## config.mk

```make
export PLATFORM = sky130hd
export DESIGN_NAME = awg_param_ctrl
export DESIGN_NICKNAME = d
export VERILOG_FILES = /design/src/rtl/awg_pkg.sv /design/src/rtl/awg_param_ctrl_key_debounce.sv /design/src/rtl/awg_param_ctrl.sv
export SDC_FILE = /design/constraint.sdc
export NUM_CORES = 1
export LEC_CHECK = 0
export BUFFER_PORTS_ARGS = -buffer_cell sky130_fd_sc_hd__buf_2
export CORE_MARGIN = 2
export CORE_UTILIZATION = 25
export DETAILED_ROUTE_END_ITERATION = 12
export PLACE_DENSITY = 0.47
export SYNTH_ARGS = -nofsm -noshare
export SYNTH_HDL_FRONTEND = slang
export SYNTH_HIERARCHICAL = 1
export SYNTH_SLANG_ARGS = --single-unit
```

## constraint.sdc

```tcl
create_clock -name clk -period 3 [get_ports clk]
set_input_delay 0.3 -clock clk [delete_from_list [all_inputs] [get_ports clk]]
set_output_delay 0.3 -clock clk [all_outputs]
set_load 0.05 [all_outputs]
```

## src/rtl/awg_pkg.sv

```systemverilog
// Shared widths, limits and field-select encoding for the AWG front-panel
// parameter controller.
package awg_pkg;

   localparam int FREQ_W  = 12;
   localparam int AMP_W   = 3;
   localparam int PHASE_W = 8;
   localparam int DAC_W   = 14;

   localparam logic [AMP_W-1:0]  AMP_MIN  = 3'd1;
   localparam logic [AMP_W-1:0]  AMP_MAX  = 3'd7;
   localparam logic [FREQ_W-1:0] FREQ_MAX = '1;

   typedef enum logic [1:0] {
      SEL_FREQ  = 2'd0,
      SEL_AMP   = 2'd1,
      SEL_PHASE = 2'd2
   } sel_e;

endpackage

```

## src/rtl/awg_param_ctrl_key_debounce.sv

```systemverilog
// Push-button conditioner: 2-FF synchronizer, stability counter and a
// one-cycle pulse on each accepted press (debounced 1->0).
module key_debounce #(
   parameter int unsigned DEB_CYCLES = 500000
) (
   input  logic clk,
   input  logic rst_n,
   input  logic key_n_i,
   output logic press_o
);

   localparam int unsigned          CNT_W    = (DEB_CYCLES > 1) ? $clog2(DEB_CYCLES) : 1;
   localparam logic [CNT_W-1:0]     CNT_LAST = CNT_W'(DEB_CYCLES - 1);

   logic             sync1_q, sync2_q;
   logic             level_q, level_d;
   logic             press_q, press_d;
   logic [CNT_W-1:0] cnt_q, cnt_d;

   always_comb begin
      level_d = level_q;
      press_d = 1'b0;
      cnt_d   = '0;
      // Any cycle where the synced level agrees with the accepted level restarts the count.
      if (sync2_q != level_q) begin
         if (cnt_q == CNT_LAST) begin
            level_d = sync2_q;
            press_d = ~sync2_q;
         end else begin
            cnt_d = cnt_q + 1'b1;
         end
      end
   end

   always_ff @(posedge clk or negedge rst_n) begin
      if (!rst_n) begin
         sync1_q <= 1'b1;
         sync2_q <= 1'b1;
         level_q <= 1'b1;
         press_q <= 1'b0;
         cnt_q   <= '0;
      end else begin
         sync1_q <= key_n_i;
         sync2_q <= sync1_q;
         level_q <= level_d;
         press_q <= press_d;
         cnt_q   <= cnt_d;
      end
   end

   assign press_o = press_q;

endmodule

```

## src/rtl/awg_param_ctrl.sv

```systemverilog
// Front-panel controller: debounced keys edit en/freq/amp/phase through a
// field-select FSM; all outputs registered and always within legal range.
module awg_param_ctrl
   import awg_pkg::*;
#(
   parameter int unsigned         DEB_CYCLES = 500000,
   parameter logic [FREQ_W-1:0]   FREQ_STEP  = 12'd16,
   parameter logic [FREQ_W-1:0]   FREQ_MIN   = 12'd1,
   parameter logic [FREQ_W-1:0]   FREQ_RST   = 12'd64,
   parameter logic [AMP_W-1:0]    AMP_RST    = 3'd1,
   parameter logic [PHASE_W-1:0]  PHASE_RST  = 8'd0
) (
   input  logic               clk,
   input  logic               rst_n,
   input  logic               key_sel_n,
   input  logic               key_up_n,
   input  logic               key_dn_n,
   input  logic               key_en_n,
   output logic               en,
   output logic [FREQ_W-1:0]  freq,
   output logic [AMP_W-1:0]   amp,
   output logic [PHASE_W-1:0] phase,
   output logic [1:0]         sel,
   output logic               upd
);

   logic sel_p, up_p, dn_p, en_p;

   key_debounce #(.DEB_CYCLES(DEB_CYCLES)) u_deb_sel (
      .clk(clk), .rst_n(rst_n), .key_n_i(key_sel_n), .press_o(sel_p));
   key_debounce #(.DEB_CYCLES(DEB_CYCLES)) u_deb_up (
      .clk(clk), .rst_n(rst_n), .key_n_i(key_up_n), .press_o(up_p));
   key_debounce #(.DEB_CYCLES(DEB_CYCLES)) u_deb_dn (
      .clk(clk), .rst_n(rst_n), .key_n_i(key_dn_n), .press_o(dn_p));
   key_debounce #(.DEB_CYCLES(DEB_CYCLES)) u_deb_en (
      .clk(clk), .rst_n(rst_n), .key_n_i(key_en_n), .press_o(en_p));

   sel_e               sel_q, sel_d;
   logic               en_q, en_d;
   logic [FREQ_W-1:0]  freq_q, freq_d;
   logic [AMP_W-1:0]   amp_q, amp_d;
   logic [PHASE_W-1:0] phase_q, phase_d;
   logic               chg_q, chg_d;
   logic               upd_q;

   logic                     edit_up, edit_dn;
   logic [FREQ_W:0]          freq_up;
   logic signed [FREQ_W:0]   freq_dn;

   always_ff @(posedge clk or negedge rst_n) begin
      if (!rst_n) begin
         sel_q <= SEL_FREQ;
      end else begin
         sel_q <= sel_d;
      end
   end

   always_comb begin
      sel_d = sel_q;
      case (sel_q)
         SEL_FREQ:  if (sel_p) sel_d = SEL_AMP;
         SEL_AMP:   if (sel_p) sel_d = SEL_PHASE;
         SEL_PHASE: if (sel_p) sel_d = SEL_FREQ;
         default:   sel_d = SEL_FREQ;
      endcase
   end

   // A sel press swallows any up/dn in the same cycle; up+dn together cancel.
   assign edit_up = up_p & ~dn_p & ~sel_p;
   assign edit_dn = dn_p & ~up_p & ~sel_p;

   assign freq_up = {1'b0, freq_q} + {1'b0, FREQ_STEP};
   assign freq_dn = $signed({1'b0, freq_q}) - $signed({1'b0, FREQ_STEP});

   always_comb begin
      en_d    = en_q ^ en_p;
      freq_d  = freq_q;
      amp_d   = amp_q;
      phase_d = phase_q;
      case (sel_q)
         SEL_FREQ: begin
            if (edit_up) begin
               freq_d = freq_up[FREQ_W] ? FREQ_MAX : freq_up[FREQ_W-1:0];
            end else if (edit_dn) begin
               freq_d = (freq_dn < $signed({1'b0, FREQ_MIN})) ? FREQ_MIN : freq_dn[FREQ_W-1:0];
            end
         end
         SEL_AMP: begin
            if (edit_up && (amp_q < AMP_MAX)) begin
               amp_d = amp_q + 1'b1;
            end else if (edit_dn && (amp_q > AMP_MIN)) begin
               amp_d = amp_q - 1'b1;
            end
         end
         SEL_PHASE: begin
            if (edit_up) begin
               phase_d = phase_q + 1'b1;
            end else if (edit_dn) begin
               phase_d = phase_q - 1'b1;
            end
         end
         default: ;
      endcase
      chg_d = (en_d != en_q) || (freq_d != freq_q) || (amp_d != amp_q) ||
              (phase_d != phase_q) || (sel_d != sel_q);
   end

   // chg_q marks the cycle the registers moved; upd trails it by one more cycle.
   always_ff @(posedge clk or negedge rst_n) begin
      if (!rst_n) begin
         en_q    <= 1'b0;
         freq_q  <= FREQ_RST;
         amp_q   <= AMP_RST;
         phase_q <= PHASE_RST;
         chg_q   <= 1'b0;
         upd_q   <= 1'b0;
      end else begin
         en_q    <= en_d;
         freq_q  <= freq_d;
         amp_q   <= amp_d;
         phase_q <= phase_d;
         chg_q   <= chg_d;
         upd_q   <= chg_q;
      end
   end

   assign en    = en_q;
   assign freq  = freq_q;
   assign amp   = amp_q;
   assign phase = phase_q;
   assign sel   = sel_q;
   assign upd   = upd_q;

endmodule

```

======== After elaboration in Yosys (flattened, before gate mapping) ========
Index checks and enable logic that the tools add are counted.
W data, S select, Z words.
cells by class
  $add $sub $neg .......................... 10
  magnitude comparators ................... 3
  equal/unequal tests ..................... 15
  muxes and demuxes ....................... 31
  bitwise gates (word level) .............. 12
  reductions and logical operators ........ 11
operators by type and width
  operator                 number
  $mux W19                 8
  $add A19 B1 Y19 const B  4
  $eq A19 B19 Y1 const B   4
  $mux W12                 5
  $mux W8                  3
  $add A12 B5 Y13 const B  1
  $lt A13 B2 Y1 const B    1
  $sub A12 B5 Y13 const B  1
  $ne A12 B12 Y1           1
  $mux W3                  3
  $add A8 B1 Y8 const B    1
  $mux W1                  8
  $ne A8 B8 Y1             1
  $reduce_and A2 Y1        4
  $sub A8 B1 Y8 const B    1
  $not A1 Y1               7
  $mux W2                  3
  $pmux W2 S3              1
  $ne A1 B1 Y1             5
  $and A1 B1 Y1            4
  $logic_or A1 B1 Y1       4
  $add A3 B1 Y3 const B    1
  $gt A3 B1 Y1 const B     1
  $lt A3 B3 Y1 const B     1
  other kinds (8)          9
storage, ports and cells
  flip-flop bits (word level) ............. 120
  output and inout port bits .............. 27
  logic and storage cells ................. 109

======== Longest topological paths before layout ========
Gate-level depths: netlist (run 1).
  depth after elaboration ................. 11
  gate-level depth with buffers ........... 9
  depth with buffers taken out ............ 8

======== Modules after synthesis ========
Netlist (run 1), hierarchy kept.
modules (own cells, without submodules)
  module          instances  cells an instance  area an instance (sq um)
  key_debounce    4          110                1122.3
  awg_param_ctrl  1          249                2050.7

======== Worst setup path after synthesis (run 1) ========
No wires, ideal clock.
  path kind ............................... reg-to-reg
  start point ............................. register freq_q[4], in the netlist freq[4]
  end point ............................... register chg_q
  setup time .............................. 0.131 ns
  arrival time ............................ 2.587 ns
  data required time ...................... 2.869 ns
  setup slack ............................. 0.282 ns
  cell stages (with the launch flop) ...... 9
  buffers on the path ..................... 1
  clock period less this slack ............ 2.718 ns
  path through ............................ dfrtp_1 -> clkbuf_1 -> inv_1 -> ha_1 -> or4b_2 -> o41a_1 -> a311oi_1 -> o2111a_1 -> nand4_1
between the ends
  cells in the longest elaborated chain, start to end .. 11
  elaborated cells between the ends (all ways) .. 13
RTL lines
  item                                 RTL line               text
  from (decl)                          awg_param_ctrl.sv:40   logic [FREQ_W-1:0] freq_q, freq_d;
  from (signal assigned)               awg_param_ctrl.sv:119  freq_q <= freq_d;
  $sub A12 B5 Y13                      awg_param_ctrl.sv:73   assign freq_dn = $signed({1'b0, freq_q}) - $signed({1'b0, FREQ_STEP});
  $lt A13 B2 Y1                        awg_param_ctrl.sv:85   freq_d = (freq_dn < $signed({1'b0, FREQ_MIN})) ? FREQ_MIN : freq_dn[FREQ_W-1:0];
  $mux W12                             awg_param_ctrl.sv:85
  $mux W12                             awg_param_ctrl.sv:84   end else if (edit_dn) begin
  $mux W12                             awg_param_ctrl.sv:82   if (edit_up) begin
  $mux W12                             awg_param_ctrl.sv:80   case (sel_q)
  $ne A12 B12 Y1 (*)                   awg_param_ctrl.sv:104  chg_d = (en_d != en_q) || (freq_d != freq_q) || (amp_d != amp_q) ||
  $logic_or A1 B1 Y1 (*) (3 in a row)  awg_param_ctrl.sv:104
  $logic_or A1 B1 Y1 (*)               awg_param_ctrl.sv:105  (phase_d != phase_q) || (sel_d != sel_q);
  via chg_d                            awg_param_ctrl.sv:43   logic chg_q, chg_d;
  to (signal assigned)                 awg_param_ctrl.sv:122  chg_q <= chg_d;
  to (decl)                            awg_param_ctrl.sv:43
The timed path passes the listed nets; every way through them passes the cells marked *.
A chain may end at the register's enable or synchronous reset.

======== Worst setup path after layout (run 1) ========
  start point ............................. register freq_q[5], in the netlist freq[5]
  end point ............................... register chg_q
The elaborated chain is that of the path after synthesis.

==> results of run 1 <==
## synthesized netlist by cell type (all sizes together) (7+ instances only)
cell type,instances,area (sq um)
a21oi,31,170
buf,12,57.6
clkbuf,16,65.1
dfrtp,106,2650
dfstp,14,368
ha,11,138
inv,21,78.8
nand2,54,203
nand3,36,180
nand4,45,307
nor2,97,364
nor3,31,155
nor3b,7,57.6
nor4,16,100
nor4b,9,78.8
o21ai,16,80.1
or3,13,87.6
xnor2,53,464
xor2,24,210
## metal layers
| layer | global-route usage | vias to the layer above |
|---|---|---|
| met2 | 0.168 | 75 |
| met4 | 0.0416 | 0 |
| met3 | 0.0217 | 14 |
| met1 | 0.160 | 2453 |
| met5 | 0 | - |
| li1 | - | 2544 |
## power groups by stage
stage | logic [mW] | clock network [mW] | registers [mW]
2_1_floorplan | 0.0453 | 0 | 1.68
3_3_place_gp | 0.0914 | 0 | 1.69
3_5_place_dp | 0.0898 | 0 | 1.70
4_1_cts | 0.0957 | 2.24 | 1.67
5_1_grt | 0.107 | 2.32 | 1.67
6_report | 0.0899 | 2.18 | 1.67
## sequential cells by signal (all words and copies together), names as in the netlist, 2 cells and up
| name | cells |
|---|---|
| amp | 3 |
| freq | 12 |
| phase | 8 |
| sel | 2 |
| u_deb_dn/cnt_q | 19 |
| u_deb_en/cnt_q | 19 |
| u_deb_sel/cnt_q | 19 |
| u_deb_up/cnt_q | 19 |
## kinds of logic after synthesis
kind of cell / synth area share
multiplexers: 0.00995
flip-flops: 0.462
XOR/XNOR: 0.103
AND/OR/NAND/NOR: 0.271
AO/OA/AOI/OAI: 0.102
adder cells (fa/ha/maj): 0.0210
buffers and inverters: 0.0308
## worst max-delay path, stage by stage, from the launching register on
cell	delay, ns
dfrtp_1	0.47
inv_1	0.11
ha_1	0.26
or4b_2	0.67
o41a_1	0.36
a311oi_1	0.29
o2111a_1	0.23
nand4_1	0.09
## final cells by class
type / instances / area (sq um) / share of cell area
clock inverter: 12 / 174 / 0.0224
sequential: 120 / 3020 / 0.389
clock buffer: 20 / 457 / 0.0588
timing repair buffer: 46 / 297 / 0.0382
multi-input combinational: 520 / 3320 / 0.427
inverter: 21 / 78.8 / 0.0102
tap: 335 / 419 / 0.0540
## worst max path at each step
stage / startpoint / endpoint / slack (ns)
floorplan: freq[4]$_DFF_PN0_ / chg_q$_DFF_PN0_ / 0.28
global placement: freq[5]$_DFF_PN0_ / chg_q$_DFF_PN0_ / 0.44
detailed placement: freq[5]$_DFF_PN0_ / chg_q$_DFF_PN0_ / 0.44
CTS: freq[5]$_DFF_PN0_ / chg_q$_DFF_PN0_ / 0.40
global route: freq[5]$_DFF_PN0_ / chg_q$_DFF_PN0_ / 0.22
finish: freq[5]$_DFF_PN0_ / chg_q$_DFF_PN0_ / 0.39
## cell usage in the layout (no fill, tap or decap), types with 17 or more instances in the layout
cell type  instances
nand2_1           54
dfrtp_1          106
a21oi_1           27
nor2_1            97
nand4_1           41
buf_2             31
xor2_1            24
inv_1             21
xnor2_1           53
nor3_1            31
clkbuf_16         17
nand3_1           36
## per-stage QoR
stage               hold WS (ns)   util  instances  setup slack [ns]  total power [mW]
floorplan                0.00441      -        689             0.282              1.73
global placement           0.318  0.274       1037             0.439              1.79
detailed placement         0.315  0.274       1037             0.440              1.78
CTS                        0.355  0.300       1074             0.404              4.00
global route               0.357  0.300       1074             0.220              4.09
finish                     0.354  0.300       1074             0.389              3.93
==> reports/metrics.csv, run 1 <==
metric,value,unit
status,"finished, final reports clean",
First-pass DRT Iterations,6,
Die ar.,27500,sq um
Final Skew,0.00950,ns
Layout fillers,2713,
buffer depth of the longest clock path,2,
Switching Share,0.212,
area grow syn2layout,18.7,%
min-delay src,u_deb_up/sync1_q$_DFF_PN1_,
layout cells sized above 1,0.166,
"Avg Cell Area, Syn",9.49,sq um
initial drt markers,234,
detailed-route via count,5086,
Sw Pwr,0.832,mW
DR WL met2,6540,um
Yosys warnings,6,
Slew Limit Headroom,0.488,
vias in the first global route,5009,
asr flop ratio synth,1.00,
Reg2Reg Depth,7,
Clock Tree Root,clkbuf_16,
port bufs,32,
Max-cap violations,0,
initial antenna violation count,0,
#FFs+latches synth,120,
# diodes,0,
WHS Endpoint,u_deb_up/sync2_q$_DFF_PN1_,
top sig layer,met4,
Site Rows,59,
Hold Path Cell Cnt,0,
Mapped Cells,689,
Crit Path Max Fanout,8,
Initial Util,0.253,
RePlAce Congestion,0.807,
wire length of the first global-routing pass,25600,um
predominant post-synthesis flop cell,dfrtp_1,
Slew @ Worst Pin,0.767,ns
clock network power share,0.553,
worst vdd ir,0.000355,V
RSZ-0062 raised after global routing,no,
drt wl/cell,13.7,um
power share of the sequential group,0.424,
"Arr. time, crit path",2.90,ns
leakage power,3.11,nW
post-synth net total,706,
Vias/cell,4.74,
die height,166,um
Synth cell types,65,
met3 routed WL,490,um
Final Setup Violations,0,
sum of negative setup slack,0,ns
Global Route Usage Sum,0.112,
Resized cells post-CTS,0,
Fmax,383,MHz
FF-to-FF End,chg_q$_DFF_PN0_,
clock sink total,120,
area post-placement,7080,sq um
Final min period,2.61,ns
Post-synth EDFFs,0,
antenna violation net count after detailed routing,0,
pin count of the biggest net entering global routing,58,
Hold WC Path Type,flip-flop to flip-flop,
"Hold Vio Cnt, Final",0,
Final Slew Violations,0,
Comb pwr share,0.023,
Worst-path clk slew,0.06,ns
H-tree lvl count,4,
"Non-Filler Cell Area, Final",7760,sq um
global route total overflow,0,
# Post-CTS Setup Buffers,0,
mapped cell area,6540,sq um
CP Capture Type,flip-flop,
CP startpoint kind,flip-flop,
core area,25800,sq um
Tcrit/Tclk final,0.870,
Nets,743,
die width,166,um
clk_lat worst skew,0.41,ns
sequential fraction of the synthesis area,0.462,
Crit Path Category,flip-flop to flip-flop,
power per cell area,506,nW/um^2
I/O pin count,33,
post-route DRC violation count,0,
DP Wirelength,10100,um
M1 WL,7490,um
Int Pwr,3.10,mW
CTS Buf Count,17,
CTS tree,built,
r2r setup slk,0.39,ns
reg2reg start,freq[5]$_DFF_PN0_,
hold buffers post-CTS,5,
total wire length,14800,um
Crit path required time,3.29,ns
Power figures use the tool's default switching activity.
==> run 2, diff against run 1 <==
BUFFER_PORTS_ARGS = default   (was -buffer_cell sky130_fd_sc_hd__buf_2)
DONT_BUFFER_PORTS = 1   (was default)
PLACE_DENSITY = 0.46   (was 0.47)
==> run 2 against run 1 <==
Against the previous run:
- global-route usage rose by 0.43 points
- register-to-register slack better by 0.097 ns
- critical endpoint unchanged
- final cell count is 2.2% lower
- core utilization is 0.70 points lower
- clock skew is 0.0018 ns lower
- critical path depth unchanged
- the run now ends with negative hold slack left
- combinational power shrank 43%
- cell area is 2.3% lower
- power fell by 6.5%
- largest cell class unchanged
==> reports/metrics.csv, run 2 (synthesis results as in run 1) <==
metric,value,unit,change
clk_lat worst skew,0.42,ns,about the same
pin count of the biggest net entering global routing,121,,+110%
initial antenna violation count,0,,unchanged
buffer depth of the longest clock path,2,,unchanged
Crit Path Max Fanout,6,,-2
Switching Share,0.232,,+0.0201
reg2reg start,freq[4]$_DFF_PN0_,,
worst vdd ir,0.000379,V,+6.8%
Worst-path clk slew,0.06,ns,about the same
Crit path required time,3.30,ns,about the same
"commonest non-fill, non-tap cells in the layout","106 x dfrtp_1, 97 x nor2_1, 54 x nand2_1",,
total wire length,15200,um,+3.1%
H-tree lvl count,4,,unchanged
core area,25800,sq um,unchanged
Final Skew,0.00774,ns,-0.00176 ns
# Post-CTS Setup Buffers,0,,unchanged
"CP delay by family, top",compound AO/OA/AOI/OAI gates,,
CTS tree,built,,
failing checks,negative hold slack,,
leakage power,2.95,nW,-5.1%
Slew Limit Headroom,0.477,,-0.0116
Hold WC Path Type,primary input to asynchronous set/reset pin,,
Final min period,2.51,ns,-0.0970 ns
final setup margin,0.486,ns,+0.0970 ns
Tcrit/Tclk final,0.838,,-0.0323
status,"complete, but fails checks",,
Site Rows,59,,unchanged
RSZ-0062 raised after global routing,no,,
# diodes,0,,unchanged
CP Buf/Inv Count,1,,unchanged
layout cells sized above 1,0.143,,-0.0238
CTS Buf Count,17,,unchanged
Vias/cell,4.80,,+1.5%
"Hold Vio Cnt, Final",120,,+120
power per cell area,485,nW/um^2,-4.3%
RePlAce Congestion,0.785,,-2.7%
CP startpoint kind,flip-flop,,
Sw Pwr,0.852,mW,+2.4%
Slew @ Worst Pin,0.785,ns,+0.0174 ns
Final Slew Violations,0,,unchanged
"most common cell after layout, fill and taps aside",dfrtp_1,,
clock sink total,120,,unchanged
worst hold slack,-0.429,ns,-0.784 ns
die width,166,um,unchanged
Die ar.,27500,sq um,unchanged
crit path max-delay cell type,or4b_2,,
Reg2Reg Depth,7,,unchanged
wire length of the first global-routing pass,26400,um,+3.1%
I/O pin count,33,,unchanged
DP Wirelength,10100,um,about the same
vias in the first global route,4960,,-0.98%
"Arr. time, crit path",2.81,ns,-0.09 ns
Crit Path Category,flip-flop to flip-flop,,
r2r setup slk,0.49,ns,+0.10 ns
Fmax,398,MHz,+3.9%
Final Setup Violations,0,,unchanged
initial drt markers,398,,+70%
Post-Place Worst Slack,0.513,ns,+0.0725 ns
drt wl/cell,14.5,um,+5.5%
power share of the sequential group,0.453,,+0.029
post-route DRC violation count,0,,unchanged
detailed-route via count,5045,,-0.81%
global route total overflow,0,,unchanged
sum of negative setup slack,0,ns,unchanged
First-pass DRT Iterations,4,,-2
Int Pwr,2.83,mW,-8.9%
final design utilization,0.294,,-0.00697
Max-cap violations,0,,unchanged
area grow syn2layout,16.0,%,
Nets,719,,-3.2%
FF-to-FF End,chg_q$_DFF_PN0_,,
Initial Util,0.253,,unchanged
port bufs,0,,-100%
antenna violation net count after detailed routing,0,,unchanged
Layout fillers,2718,,+0.18%
Critical Path Max Stage Delay,0.68,ns,about the same
Clock Tree Root,clkbuf_16,,
die height,166,um,unchanged
CP Capture Type,flip-flop,,
Global Route Usage Sum,0.116,,+0.00432
crit path cell chain,inv_1 > ha_1 > or4b_2 > o41a_1 > a311oi_1 > o2111a_1 > nand4_1,,
Comb pwr share,0.014,,-0.009
clock network power share,0.533,,-0.020
Resized cells post-CTS,0,,unchanged
hold buffers post-CTS,4,,-1
==> run 2: cell count changes in the layout (fill, tap and decap cells not counted), sizes merged <==
cell,previous run,this run
bufinv,4,1
clkinv,4,8
dlygate4sd3,5,4
buf,41,18
inv,21,22
clkbuf,20,18
==> run 2: layout make-up <==
cell class | instances | area (sq um) | share of cell area
clock inverters | 14 | 128 | 0.0168
multi-input cells | 520 | 3320 | 0.438
repair buffers | 22 | 175 | 0.0231
inverters | 21 | 78.8 | 0.0104
well taps | 335 | 419 | 0.0553
flip-flops and latches | 120 | 3020 | 0.398
clock buffers | 18 | 439 | 0.0579
==> run 2: worst max path at each step <==
stage                            from               to  slack [ns]  depth (start not counted)
finish              freq[4]$_DFF_PN0_  chg_q$_DFF_PN0_        0.49                          7
global route        freq[5]$_DFF_PN0_  chg_q$_DFF_PN0_        0.37                          7
CTS                 freq[4]$_DFF_PN0_  chg_q$_DFF_PN0_        0.49                          7
detailed placement  freq[4]$_DFF_PN0_  chg_q$_DFF_PN0_        0.51                          7
global placement    freq[4]$_DFF_PN0_  chg_q$_DFF_PN0_        0.54                          7
floorplan           freq[4]$_DFF_PN0_  chg_q$_DFF_PN0_        0.28                          8
==> run 2: routing by layer <==
layer / routed length [um] / track usage
met2: 6890 / 0.174
met4: 216 / 0.0405
met3: 579 / 0.0288
met1: 7520 / 0.164
met5: 0 / 0
==> run 2: worst reg2reg max path, stage by stage, from the launching register on <==
cell and delay, ns:
dfrtp_1 0.38, inv_1 0.08, ha_1 0.26, or4b_2 0.68
o41a_1 0.37, a311oi_1 0.29, o2111a_1 0.24, nand4_1 0.09
==> run 2: through the flow <==
step / instances / cell area (sq um) / total power, mW / hold WS, ns
finish: 1050 / 7580 / 3.68 / -0.429
global route: 1050 / 7580 / 3.82 / -0.450
floorplan: 689 / 6540 / 1.73 / 0.00441
detailed placement: 1014 / 6980 / 1.74 / 0.00750
CTS: 1050 / 7580 / 3.74 / -0.447
global placement: 1014 / 6980 / 1.74 / 0.00675
==> run 2: power by group through the flow <==
stage                     combinational (mW)  clock (mW)  sequential (mW)
final                                 0.0510        1.96             1.67
after global routing                  0.0583        2.09             1.67
after CTS                             0.0522        2.03             1.67
after detailed placement              0.0472           0             1.69
after global placement                0.0478           0             1.70
after floorplan                       0.0453           0             1.68
